## src/rtl/rca_golden_ref.sv

```systemverilog
// rca_golden_ref: behavioural a+b+cin reference producing {cout,sum} for the checker
module rca_golden_ref #(
    parameter int WIDTH = 4
) (
    input  logic [WIDTH-1:0] a,
    input  logic [WIDTH-1:0] b,
    input  logic             cin,
    output logic [WIDTH-1:0] sum,
    output logic             cout
);

    assign {cout, sum} = {1'b0, a} + {1'b0, b} + {{WIDTH{1'b0}}, cin};

endmodule

```

## config.mk

```make
export PLATFORM = sky130hd
export DESIGN_NAME = rca_golden_ref
export DESIGN_NICKNAME = d
export VERILOG_FILES = /design/src/rtl/rca_golden_ref.sv
export SDC_FILE = /design/constraint.sdc
export NUM_CORES = 1
export LEC_CHECK = 0
export BUFFER_PORTS_ARGS = -buffer_cell sky130_fd_sc_hd__buf_2
export CORE_AREA = 2 2 39 41
export DETAILED_ROUTE_END_ITERATION = 10
export DIE_AREA = 0 0 41 43
export GPL_ROUTABILITY_DRIVEN = 0
export GPL_TIMING_DRIVEN = 1
export SLEW_MARGIN = 20
export SYNTH_ARGS = -nofsm -noshare
export SYNTH_HDL_FRONTEND = slang
export SYNTH_SLANG_ARGS = --single-unit
export TNS_END_PERCENT = 50
```

## constraint.sdc

```tcl
create_clock -name vclk -period 2.9
set_input_delay 0.145 -clock vclk [all_inputs]
set_output_delay 0.145 -clock vclk [all_outputs]
set_load 0.1 [all_outputs]
```

Word-level counts from Yosys, hierarchy flattened
Cells that the tools add are included.
W data, S select, Z words.
Cells by class
  add/subtract/negate cells: 2
Operators with widths (number)
  $add A4 B4 Y5: 1
  $add A5 B1 Y5: 1
Storage, ports and cells
  bits in registers: 0
  output and inout bits: 5
  word-level logic and storage cells: 2

Longest topological paths before layout
  depth in word-level cells: 2
  mapped depth: 6
  gate-level depth less buffers: 6

Worst setup path after synthesis
No wires, ideal clock.
  kind: input port to output port
  start point: input port a[0]
  end point: output port sum[2]
  arrival time: 2.324 ns
  data required time: 2.755 ns
  slack: 0.431 ns
  stages: 4
  buffers on the path: 0
  path through: fa_1 inv_1 fa_1 xnor2_1
Between the ends
  longest elaborated chain between the ends: 2
Ends and longest elaborated chain
  start, declared: line 5  | input logic [WIDTH-1:0] a,
  $add A4 B4 Y5: line 12  | assign {cout, sum} = {1'b0, a} + {1'b0, b} + {{WIDTH{1'b0}}, cin};
  $add A5 B1 Y5: line 12
  end, declared: line 8  | output logic [WIDTH-1:0] sum,
Every way passes these cells.

Worst setup path after layout
  start point: input port a[0]
  end point: output port sum[1]
The elaborated chain is that of the path after synthesis.

==> summary.txt <==
Status
  • Run status: finished clean

Layout
  • Area taken by flip-flops and latches: 0 µm²
  • Number of fill cells: 162
  • Proportion of layout cells with a drive suffix above 1: 50.00%
  • Number of antenna repair diodes: 0
  • Sequential cell count of the final layout: 0
  • Commonest cells after routing, fill and taps aside: 14 x sky130_fd_sc_hd__buf_2, 4 x sky130_fd_sc_hd__inv_1, 3 x sky130_fd_sc_hd__ha_1
  • Post-layout utilization of the core: 16.91%
  • Number of nets in the finished design: 46
  • Relative area change from synthesis to final layout: 62.61%
  • Clock buffer cells: 0
  • Final cell count without fillers: 46
  • Most common library cell in the layout ignoring fill and taps: sky130_fd_sc_hd__buf_2

Setup path
  • Worst-path cell with the longest stage delay: sky130_fd_sc_hd__fa_1
  • Critical Path Sink Type: output port
  • WP data arrival: 1.62 ns
  • Slowest cell delay on critical path: 0.43 ns
  • Required time of the worst setup path: 2.76 ns
  • Sum of buffers and inverters on the critical path: 4
  • Crit path max fanout: 2
  • Crit path max-delay family: adder cells
  • Startpoint class of the critical path: primary input
  • Cell-by-cell trace of the critical path: buf_2 > fa_1 > inv_1 > fa_1 > inv_1 > buf_2
  • Crit path kind: primary input to output port

Routing
  • Ratio of routed vias to standard cells: 3.283
  • Number of nets with antenna violations after detailed routing: 0
  • Total length of routed wires: 250 µm
  • Iteration-0 DRC Markers: 0
  • Vias: 151
  • DRC Markers: 0
  • Detailed-routing iteration count for the pre-antenna-repair pass: 1
  • Post-detailed-route wirelength per cell: 5.435 µm

Clock tree
  • Post-CTS repair timing setup buffer count: 0
  • Post-CTS sizing: 0
  • Count of hold buffers inserted by post-cts repair: 0

Global route
  • Largest net degree at the start of global routing: 4
  • Total track usage: 2.300%
  • Antenna violations before repair: 0
  • Overall overflow remaining after global route: 0
  • Vias in the first global route: 100
  • First-pass GRT wire length: 303 µm

Yosys
  • Post-synthesis xor/xnor area fraction: 12.17%
  • Sequential share of the synthesized area: 0%
  • Share of the synthesized area in the top cell type: 27.83%
  • Share of the synthesized area in compound gates (AO/OA/AOI/OAI): 14.78%
  • Dominant combinational cell family by area after synthesis: adder cells
  • Number of warnings issued by yosys: 0
  • Area fraction in and, or, nand and nor cells after synthesis: 8.696%
  • Adder-Cell Fraction of Synth Area: 53.91%
  • Cells after Synth: 16
  • Area of the mapped netlist: 143.9 µm²
  • Number of library cell types mapped by synthesis: 9
  • Post-Syn Area per Cell: 8.993 µm²
  • Multiplexer share of the synthesized area: 0%
  • Leading post-synthesis cells by cell area: sky130_fd_sc_hd__fa_1 28%, sky130_fd_sc_hd__ha_1 26%, sky130_fd_sc_hd__xnor2_1 12%
  • Cell type with the largest total area after synthesis: sky130_fd_sc_hd__fa_1
  • Mapped Nets: 30

Die
  • Ports: 14
  • Number of core rows: 14
  • Floorplan die area: 1763 µm²
  • Starting utilization of the core area: 10.40%
  • Die height: 43 µm
  • Area of the placeable core: 1384 µm²
  • Horizontal extent of the die: 41 µm

Timing
  • Hold Vio Cnt, Final: 0
  • Share of the clock period used by the worst path after layout: 61.00%
  • Worst path setup slack after routing: 1.131 ns
  • Pins Over Slew Limit: 0
  • RSZ-0062 raised after global routing: false
  • Final hold slack: 0.8576 ns
  • Minimum clock period after layout: 1.769 ns
  • Slew of the pin with the lowest slew margin: 0.4850 ns
  • Worst slew margin relative to its limit: 67.89%
  • Peak Freq: 565.3 MHz
  • Final setup violation count: 0
  • Setup total negative slack: 0 ns

Min path
  • Hold crit path type: primary input to output port

Flow run
  • Maxcap violations: 0

Placed design
  • Detail Placement HPWL: 261.1 µm
  • Placement Setup Slack: 1.117 ns
  • Number of instances in the placed design: 46
  • Count of buffers from port buffering: 14

Power
  • Leakage power summed over all cells: 0.1353 nW
  • Power density relative to cell area: 562.6 nW/µm²
  • Largest vdd supply drop: 0.1029 mV
==> final timing paths <==
kind / from / endpoint / slack [ns] / cells after the start
worst min-delay path: b[3] / sum[3] / 0.86 / 4
worst max-delay path: a[0] / sum[1] / 1.13 / 6
==> synth_stat cells (all sizes together) <==
library cell / count
a21o: 1
nor2b: 1
xnor2: 2
a21oi: 1
fa: 2
o21ai: 1
ha: 3
nand2b: 1
inv: 4
==> tightest hold or removal path: cells and delay by family <==
| kind | cells | cell delay, ns |
|---|---|---|
| buffers and inverters | 2 | 0.36 |
| adders and majority gates | 1 | 0.14 |
| xor gates and xnor gates | 1 | 0.07 |
==> cell type report <==
type | count | area (µm²) | area share [%]
inverters | 4 | 15.01 | 6.417
multi-input cells | 12 | 128.9 | 55.08
well taps | 16 | 20.02 | 8.556
repair buffers | 14 | 70.07 | 29.95
==> logic make-up after synthesis <==
kind of cell,count (synthesis)
compound gates,3
xor+xnor,2
fa+ha+maj,5
buf+inv,4
simple gates,2
==> per-layer routing <==
metal  part of all wire, %  GRT usage, %
met1                    30         2.222
met3                    23             0
met5                     0             0
met4                     0             0
met2                    46         5.000
==> power breakdown <==
| group | switching (mW) | leakage (nW) | internal, mW |
|---|---|---|---|
| Combinational | 0.107 | 0.135 | 0.0245 |
| Sequential | 0 | 0 | 0 |
| Clock | 0 | 0 | 0 |
| Total | 0.107 | 0.135 | 0.0245 |
==> per-stage QoR <==
| stage | area [µm²] | total power [mW] |
|---|---|---|
| 2_1_floorplan | 143.9 | 0.1141 |
| 6_report | 234.0 | 0.1316 |
| 3_3_place_gp | 234.0 | 0.1322 |
| 3_5_place_dp | 234.0 | 0.1327 |
| 4_1_cts | 234.0 | 0.1329 |
| 5_1_grt | 234.0 | 0.1398 |
Note: power is estimated with default switching activity, not from simulation.
